### src/rtl/bpu_pkg.sv
// Shared encodings for the branch predictor: Decode branch/jump codes,
// forwarding selects and the 2-bit saturating counter policy.
package bpu_pkg;

  typedef enum logic [2:0] {
    BR_BEQ  = 3'b000,
    BR_BNE  = 3'b001,
    BR_NONE = 3'b010,
    BR_BLT  = 3'b100,
    BR_BGE  = 3'b101,
    BR_BLTU = 3'b110,
    BR_BGEU = 3'b111
  } branch_e;

  typedef enum logic {
    JT_JALR = 1'b0,
    JT_JAL  = 1'b1
  } jump_type_e;

  typedef enum logic [1:0] {
    FWD_NONE = 2'b00,
    FWD_E    = 2'b01,
    FWD_M    = 2'b10,
    FWD_W    = 2'b11
  } fwd_e;

  localparam logic [1:0] CTR_RESET = 2'b01;
  localparam logic [1:0] CTR_ALLOC = 2'b10;
  localparam logic [1:0] CTR_JUMP  = 2'b11;

  function automatic logic [1:0] ctr_step(input logic [1:0] ctr, input logic up);
    if (up) return (ctr == 2'b11) ? ctr : ctr + 2'd1;
    return (ctr == 2'b00) ? ctr : ctr - 2'd1;
  endfunction

endpackage

### src/rtl/bpu_table.sv
// Direct-mapped BTB storage: valid/tag/target/counter arrays with two
// asynchronous read ports (Fetch, Decode) and one synchronous write port.
module bpu_table
  import bpu_pkg::*;
#(
  parameter int unsigned XLEN    = 32,
  parameter int unsigned ENTRIES = 16,
  parameter int unsigned TAG_W   = 8,
  localparam int unsigned IDX_W  = $clog2(ENTRIES)
) (
  input  logic             clk,
  input  logic             rst_n,
  input  logic [IDX_W-1:0] rd_idx_f,
  output logic             rd_valid_f,
  output logic [TAG_W-1:0] rd_tag_f,
  output logic [XLEN-1:0]  rd_target_f,
  output logic [1:0]       rd_ctr_f,
  input  logic [IDX_W-1:0] rd_idx_d,
  output logic             rd_valid_d,
  output logic [TAG_W-1:0] rd_tag_d,
  output logic [XLEN-1:0]  rd_target_d,
  output logic [1:0]       rd_ctr_d,
  input  logic             we,
  input  logic [IDX_W-1:0] wr_idx,
  input  logic [TAG_W-1:0] wr_tag,
  input  logic [XLEN-1:0]  wr_target,
  input  logic [1:0]       wr_ctr
);

  logic [ENTRIES-1:0] valid_q;
  logic [TAG_W-1:0]   tag_q    [ENTRIES];
  logic [XLEN-1:0]    target_q [ENTRIES];
  logic [1:0]         ctr_q    [ENTRIES];

  assign rd_valid_f  = valid_q[rd_idx_f];
  assign rd_tag_f    = tag_q[rd_idx_f];
  assign rd_target_f = target_q[rd_idx_f];
  assign rd_ctr_f    = ctr_q[rd_idx_f];

  assign rd_valid_d  = valid_q[rd_idx_d];
  assign rd_tag_d    = tag_q[rd_idx_d];
  assign rd_target_d = target_q[rd_idx_d];
  assign rd_ctr_d    = ctr_q[rd_idx_d];

  always_ff @(posedge clk or negedge rst_n) begin
    if (!rst_n) begin
      valid_q <= '0;
      for (int unsigned i = 0; i < ENTRIES; i++) begin
        tag_q[i]    <= '0;
        target_q[i] <= '0;
        ctr_q[i]    <= CTR_RESET;
      end
    end else if (we) begin
      valid_q[wr_idx]  <= 1'b1;
      tag_q[wr_idx]    <= wr_tag;
      target_q[wr_idx] <= wr_target;
      ctr_q[wr_idx]    <= wr_ctr;
    end
  end

endmodule

### src/rtl/bpu_branch_predictor.sv
// Fetch-side BTB prediction plus Decode-side branch/jump resolution,
// misprediction redirect, BTB training and performance counters.
module bpu_branch_predictor
  import bpu_pkg::*;
#(
  parameter int unsigned XLEN    = 32,
  parameter int unsigned ENTRIES = 16,
  parameter int unsigned TAG_W   = 8
) (
  input  logic            clk,
  input  logic            rst_n,
  input  logic [XLEN-1:0] PC_F,
  output logic            pred_taken_F,
  output logic [XLEN-1:0] pred_target_F,
  input  logic            valid_D,
  input  logic            stall_D,
  input  logic [XLEN-1:0] PC_D,
  input  logic [XLEN-1:0] rs1_D,
  input  logic [XLEN-1:0] rs2_D,
  input  logic [XLEN-1:0] imm_D,
  input  logic [XLEN-1:0] ALU_result_E,
  input  logic [XLEN-1:0] ALU_result_M,
  input  logic [XLEN-1:0] WB_data,
  input  logic [1:0]      forward_A_D,
  input  logic [1:0]      forward_B_D,
  input  logic [2:0]      branch,
  input  logic            jump,
  input  logic            jump_type,
  input  logic            pred_taken_D,
  input  logic [XLEN-1:0] pred_target_D,
  output logic            redirect_D,
  output logic [XLEN-1:0] redirect_PC_D,
  output logic [31:0]     branch_cnt,
  output logic [31:0]     mispred_cnt
);

  localparam int unsigned IDX_W = $clog2(ENTRIES);

  logic [XLEN-1:0]  rs1f, rs2f, off, br_target, jalr_sum, jalr_target, target;
  logic             br_real, br_cond, taken, ctl, mispredict, update;
  logic [IDX_W-1:0] idx_f, idx_d;
  logic [TAG_W-1:0] tag_f, tag_d;
  logic             rd_valid_f, rd_valid_d, hit_f, hit_d;
  logic [TAG_W-1:0] rd_tag_f, rd_tag_d;
  logic [XLEN-1:0]  rd_target_f, rd_target_d;
  logic [1:0]       rd_ctr_f, rd_ctr_d;
  logic             we;
  logic [TAG_W-1:0] wr_tag;
  logic [XLEN-1:0]  wr_target;
  logic [1:0]       wr_ctr;

  always_comb begin
    case (forward_A_D)
      FWD_E:   rs1f = ALU_result_E;
      FWD_M:   rs1f = ALU_result_M;
      FWD_W:   rs1f = WB_data;
      default: rs1f = rs1_D;
    endcase
    case (forward_B_D)
      FWD_E:   rs2f = ALU_result_E;
      FWD_M:   rs2f = ALU_result_M;
      FWD_W:   rs2f = WB_data;
      default: rs2f = rs2_D;
    endcase
  end

  // PCs are word indices while imm_D is a byte offset.
  assign off         = $signed(imm_D) >>> 2;
  assign br_target   = PC_D + off;
  assign jalr_sum    = rs1f + imm_D;
  assign jalr_target = (jalr_sum & ~XLEN'(1)) >> 2;

  always_comb begin
    br_real = 1'b1;
    br_cond = 1'b0;
    case (branch)
      BR_BEQ:  br_cond = (rs1f == rs2f);
      BR_BNE:  br_cond = (rs1f != rs2f);
      BR_BLT:  br_cond = ($signed(rs1f) <  $signed(rs2f));
      BR_BGE:  br_cond = ($signed(rs1f) >= $signed(rs2f));
      BR_BLTU: br_cond = (rs1f <  rs2f);
      BR_BGEU: br_cond = (rs1f >= rs2f);
      default: br_real = 1'b0;
    endcase
  end

  assign taken  = jump | (br_real & br_cond);
  assign target = (jump && jump_type == JT_JALR) ? jalr_target : br_target;
  assign ctl    = valid_D & (jump | br_real);
  assign update = ctl & ~stall_D;

  // A non-control instruction predicted taken came from a stale alias.
  assign mispredict = ctl ? ((taken != pred_taken_D) | (taken & (target != pred_target_D)))
                          : pred_taken_D;
  assign redirect_D    = mispredict & ~stall_D;
  assign redirect_PC_D = (ctl & taken) ? target : PC_D + XLEN'(1);

  assign idx_f = PC_F[IDX_W-1:0];
  assign tag_f = PC_F[IDX_W+TAG_W-1:IDX_W];
  assign idx_d = PC_D[IDX_W-1:0];
  assign tag_d = PC_D[IDX_W+TAG_W-1:IDX_W];
  assign hit_f = rd_valid_f & (rd_tag_f == tag_f);
  assign hit_d = rd_valid_d & (rd_tag_d == tag_d);

  assign pred_taken_F  = hit_f & rd_ctr_f[1];
  assign pred_target_F = pred_taken_F ? rd_target_f : PC_F + XLEN'(1);

  always_comb begin
    we        = 1'b0;
    wr_tag    = tag_d;
    wr_target = rd_target_d;
    wr_ctr    = rd_ctr_d;
    if (update) begin
      if (jump) begin
        we        = 1'b1;
        wr_target = target;
        wr_ctr    = CTR_JUMP;
      end else if (hit_d) begin
        we     = 1'b1;
        wr_ctr = ctr_step(rd_ctr_d, taken);
        if (taken) wr_target = target;
      end else if (taken) begin
        we        = 1'b1;
        wr_target = target;
        wr_ctr    = CTR_ALLOC;
      end
    end
  end

  bpu_table #(
    .XLEN   (XLEN),
    .ENTRIES(ENTRIES),
    .TAG_W  (TAG_W)
  ) u_table (
    .clk        (clk),
    .rst_n      (rst_n),
    .rd_idx_f   (idx_f),
    .rd_valid_f (rd_valid_f),
    .rd_tag_f   (rd_tag_f),
    .rd_target_f(rd_target_f),
    .rd_ctr_f   (rd_ctr_f),
    .rd_idx_d   (idx_d),
    .rd_valid_d (rd_valid_d),
    .rd_tag_d   (rd_tag_d),
    .rd_target_d(rd_target_d),
    .rd_ctr_d   (rd_ctr_d),
    .we         (we),
    .wr_idx     (idx_d),
    .wr_tag     (wr_tag),
    .wr_target  (wr_target),
    .wr_ctr     (wr_ctr)
  );

  always_ff @(posedge clk or negedge rst_n) begin
    if (!rst_n) begin
      branch_cnt  <= '0;
      mispred_cnt <= '0;
    end else begin
      if (update && branch_cnt != '1)      branch_cnt  <= branch_cnt + 32'd1;
      if (redirect_D && mispred_cnt != '1) mispred_cnt <= mispred_cnt + 32'd1;
    end
  end

endmodule

### config.mk
export PLATFORM = sky130hd
export DESIGN_NAME = bpu_branch_predictor
export DESIGN_NICKNAME = d
export VERILOG_FILES = /design/src/rtl/bpu_pkg.sv /design/src/rtl/bpu_table.sv /design/src/rtl/bpu_branch_predictor.sv
export SDC_FILE = /design/constraint.sdc
export NUM_CORES = 2
export LEC_CHECK = 0
export BUFFER_PORTS_ARGS = -buffer_cell sky130_fd_sc_hd__buf_2
export CORE_MARGIN = 4
export CORE_UTILIZATION = 41
export CTS_BUF_LIST = sky130_fd_sc_hd__clkbuf_8
export CTS_CLUSTER_DIAMETER = 80
export DETAILED_ROUTE_END_ITERATION = 6
export PLACE_DENSITY = 0.67
export REMOVE_ABC_BUFFERS = 1
export SLEW_MARGIN = 20
export SYNTH_ARGS = -nofsm -noshare
export SYNTH_HDL_FRONTEND = slang
export SYNTH_SLANG_ARGS = --single-unit
### constraint.sdc
create_clock -name clk -period 5.5 [get_ports clk]
set_input_delay 0.55 -clock clk [delete_from_list [all_inputs] [get_ports clk]]
set_output_delay 0.55 -clock clk [all_outputs]
set_load 0.01 [all_outputs]
==> run summary <==
Core box area: 0.116 mm²
Lkg Pwr: 24.5 nW
Worst vdd ir: 172 µV
Met2 GRT Util: 0.438
Average size of a mapped cell: 11.0 µm²
Net Switching: 4.78 mW
Critical path required time: 4950 ps
Placement Cell Area: 0.0529 mm²
Routed Wire Length: 166000 µm
Max-slew headroom: 0.267
Hold Path Stages: 5
Cell Pwr Density: 275 mW/mm²
Worst Setup Path Type: input pin to primary output
Nets: 5167
Cell Int Power: 10.5 mW
Achievable Freq: 188 MHz
Multi-input logic area: 0.0275 mm²
Initial drt markers: 3810
FF-to-FF path depth: 11
Synth Instances: 4350
Mux contribution to synthesized area: 0.280
Root Driver: clkbuf_8
Post-synthesis compound-gate area fraction: 0.109
Area contributors post-synth: dfrtp_1, mux4_2, o21ai_0
IO buf count: 431
Clock latency on the worst-skew pair: 780 ps
Post-Syn Area: 0.0479 mm²
CP endpoint kind: primary output
TritonCTS Buffers: 118
RSZ-0062 raised after global routing: false
Synth Area in Simple Gates: 0.113
Post-synth top area cell: dfrtp_1
Final Hold Viols: 0
Hold Path Class: input pin to flop
Largest family of logic cells by synthesized area: multiplexers
Reg2reg start: u_table.tag_q[67]
Setup violators final: 0
Combinational share of power: 0.250
Setup crit start kind: input pin
Post-layout instance area: 0.0556 mm²
Reg area: 0.0188 mm²
Sequential-to-total area share from yosys stat: 0.393
Estimated wirelength of the detail-placed design: 117000 µm
Fin crit share: 0.966
Row cnt: 125
Routability cong.: 0.982
Boundary pin count: 432
Via/cell ratio: 6.04
Residual DRC: 0
Maxcap violations: 0
Outcome: complete, no violations
DR WL/cell: 25.9 µm
Min cycle time layout: 5310 ps
EDFF count, synth: 0
Reg-to-reg slack, setup: 1320 ps
Starting Density: 0.413
Post-synth ARST share: 1.00
Ratio of cells with drive above 1 in the final layout: 0.326
Area growth from synthesis to layout: 16.1%
Htree depth: 3
Worst hold path endpoint: mispred_cnt[22]
Met1 Use GR: 0.342
Post-Route Skew: 53.9 ps
Routed Antenna Nets: 0
Gr ovfl total: 0
FF+latch count, synth: 752
First-pass GRT wire length: 247000 µm
Filler cells: 10538
Initial antenna violation count: 28
DR pass1 iterations: 6
WP data arrival: 4760 ps
Xor/xnor cell area share of the yosys netlist: 0.0402
GRT busiest layer: met2
Slew Viols, Final: 0
Synth top area share: 0.384
Via Count: 38668
Final setup TNS: 0 ps
Area share of fa/ha/maj cells after synthesis: 0.0267
Tot Pwr: 15.3 mW
Die Ht: 350 µm
Ys flop type: dfrtp_1
CTS tree: done
Vias in the first global route: 38969
DIE AREA: 0.122 mm²
Sw frac: 0.313
Flop pwr share: 0.422
Clock tree buffer depth: 3
Synth warnings: 0
TritonCTS sink count: 752
Die W: 350 µm
Hold_sp: stall_D
Max FO, Critical Path: 19
Worst slew pin tran: 1100 ps
GR Layer Usage met3: 0.0459
R2r endpoint: u_table.target_q[186]
Yosys cell types: 87
Overall routing resource usage: 0.266
Largest net degree at the start of global routing: 156
Clk pin slew, worst setup/hold paths: 60 ps
Clock power frac: 0.329
## area by class of cell
| type | count | area share |
|---|---|---|
| Clock inverter | 52 | 0.00623 |
| Sequential cell | 752 | 0.339 |
| Tap cell | 1524 | 0.0343 |
| Clock buffer | 158 | 0.0391 |
| Antenna cell | 21 | 0.000945 |
| Timing Repair Buffer | 661 | 0.0821 |
| Multi-Input combinational cell | 3161 | 0.494 |
| Inverter | 70 | 0.00473 |
## per-layer routing
| metal | routed length [µm] | vias up |
|---|---|---|
| met5 | 73 | - |
| met3 | 13600 | 361 |
| li1 | - | 17005 |
| met4 | 7910 | 10 |
| met1 | 64500 | 19488 |
| met2 | 79400 | 1804 |
## what timing repair did
action	in CTS	in global routing
hold buffers	1	0
gates resized for setup	1	26
pin swaps	0	3
setup endpoints to repair	1	1
hold endpoints to repair	81	0
buffers inserted	0	2
## flip-flops by register name (all words and copies together) (netlist names)
register	cells
mispred_cnt	32
u_table.ctr_q	32
branch_cnt	32
u_table.target_q	512
u_table.tag_q	128
u_table.valid_q	16
## power groups by stage
stage	Combinational (mW)	Clock (mW)	Sequential (mW)
finish	3.82	5.03	6.45
CTS	3.77	5.12	6.43
floorplan	2.15	0	6.43
detailed placement	3.75	0	6.53
global route	4.12	5.35	6.51
global placement	3.71	0	6.49
## metrics by stage
stage / hold slack (ps) / setup WS, ps / cells / util
after floorplan: 254 / -243 / 3983 / -
after global placement: 471 / -148 / 6164 / 0.456
after detailed placement: 478 / -244 / 6164 / 0.456
after CTS: 307 / 30.7 / 6375 / 0.478
after global routing: 389 / 2.84 / 6394 / 0.479
final: 372 / 185 / 6399 / 0.479
## how the worst max path moves through the flow
stage / cells after the start / end / from
6_report: 19 / redirect_D / forward_A_D[1]
5_1_grt: 17 / redirect_D / forward_A_D[1]
4_1_cts: 17 / redirect_D / forward_A_D[1]
3_5_place_dp: 17 / u_table.target_q[452] / forward_B_D[0]
3_3_place_gp: 17 / u_table.target_q[228] / forward_B_D[0]
2_1_floorplan: 13 / redirect_D / forward_A_D[0]
## worst max-delay path, cell delays in order
cell and delay (ps):
buf_2 110, buf_12 170, mux4_2 550, ha_1 330, buf_4 170, and3_1 170, a22o_1 230, a211o_1 280
a21oi_2 190, xnor3_1 250, o41ai_2 280, buf_4 170, o31ai_1 60, nor4b_1 320, buf_4 170, nand4_1 90
and4b_2 380, nor2_1 100, buf_2 150
## kinds of logic (layout without fill, tap and decap cells)
family | after synthesis | count (layout)
simple gates | 1209 | 1209
compound gates | 934 | 934
flops | 752 | 752
mux | 704 | 704
buf+inv | 437 | 941
xor+xnor | 212 | 212
fa+ha+maj | 102 | 102
other cells | 0 | 21
## cells in the mapped netlist, types with 25 or more instances
master and instances:
a21oi_1 177, nor2_1 180, xor2_1 109, mux4_2 479, nand3_1 91, mux2_4 36, nand2_1 672, nand2b_1 29
nor3_1 38, buf_2 30, clkbuf_1 262, nor4_1 25, xnor2_1 98, o21ai_0 573, mux2i_1 25, inv_1 69
nand4_1 50, ha_1 100, and3_1 28, dfrtp_1 736, buf_1 54, mux2_2 155
## cell usage in the layout (no fill, tap or decap), types with 9 or more instances in the layout
cell type  count
ha_1          95
or3_1         14
nand4_1       50
a21o_1        20
a211oi_1      11
nand3_1       91
o211ai_1      23
clkbuf_8     159
mux2i_1       25
nor2_1       179
xor2_1       109
and4_1        13
a31oi_1       12
buf_2        423
nor4_1        24
o21ai_1       12
mux2_4        36
mux2_1         9
mux2_2       155
a21oi_1      176
xnor2_1       98
dfstp_2       16
nand2b_1      27
and3_1        28
inv_1        105
nor3_1        37
mux4_2       479
diode_2       21
buf_12        50
nand2_1      671
dfrtp_1      736
o21a_1        11
o21ai_0      569
nor2b_1        9
buf_4        182
No activity file was read; power rests on OpenSTA's default activity.
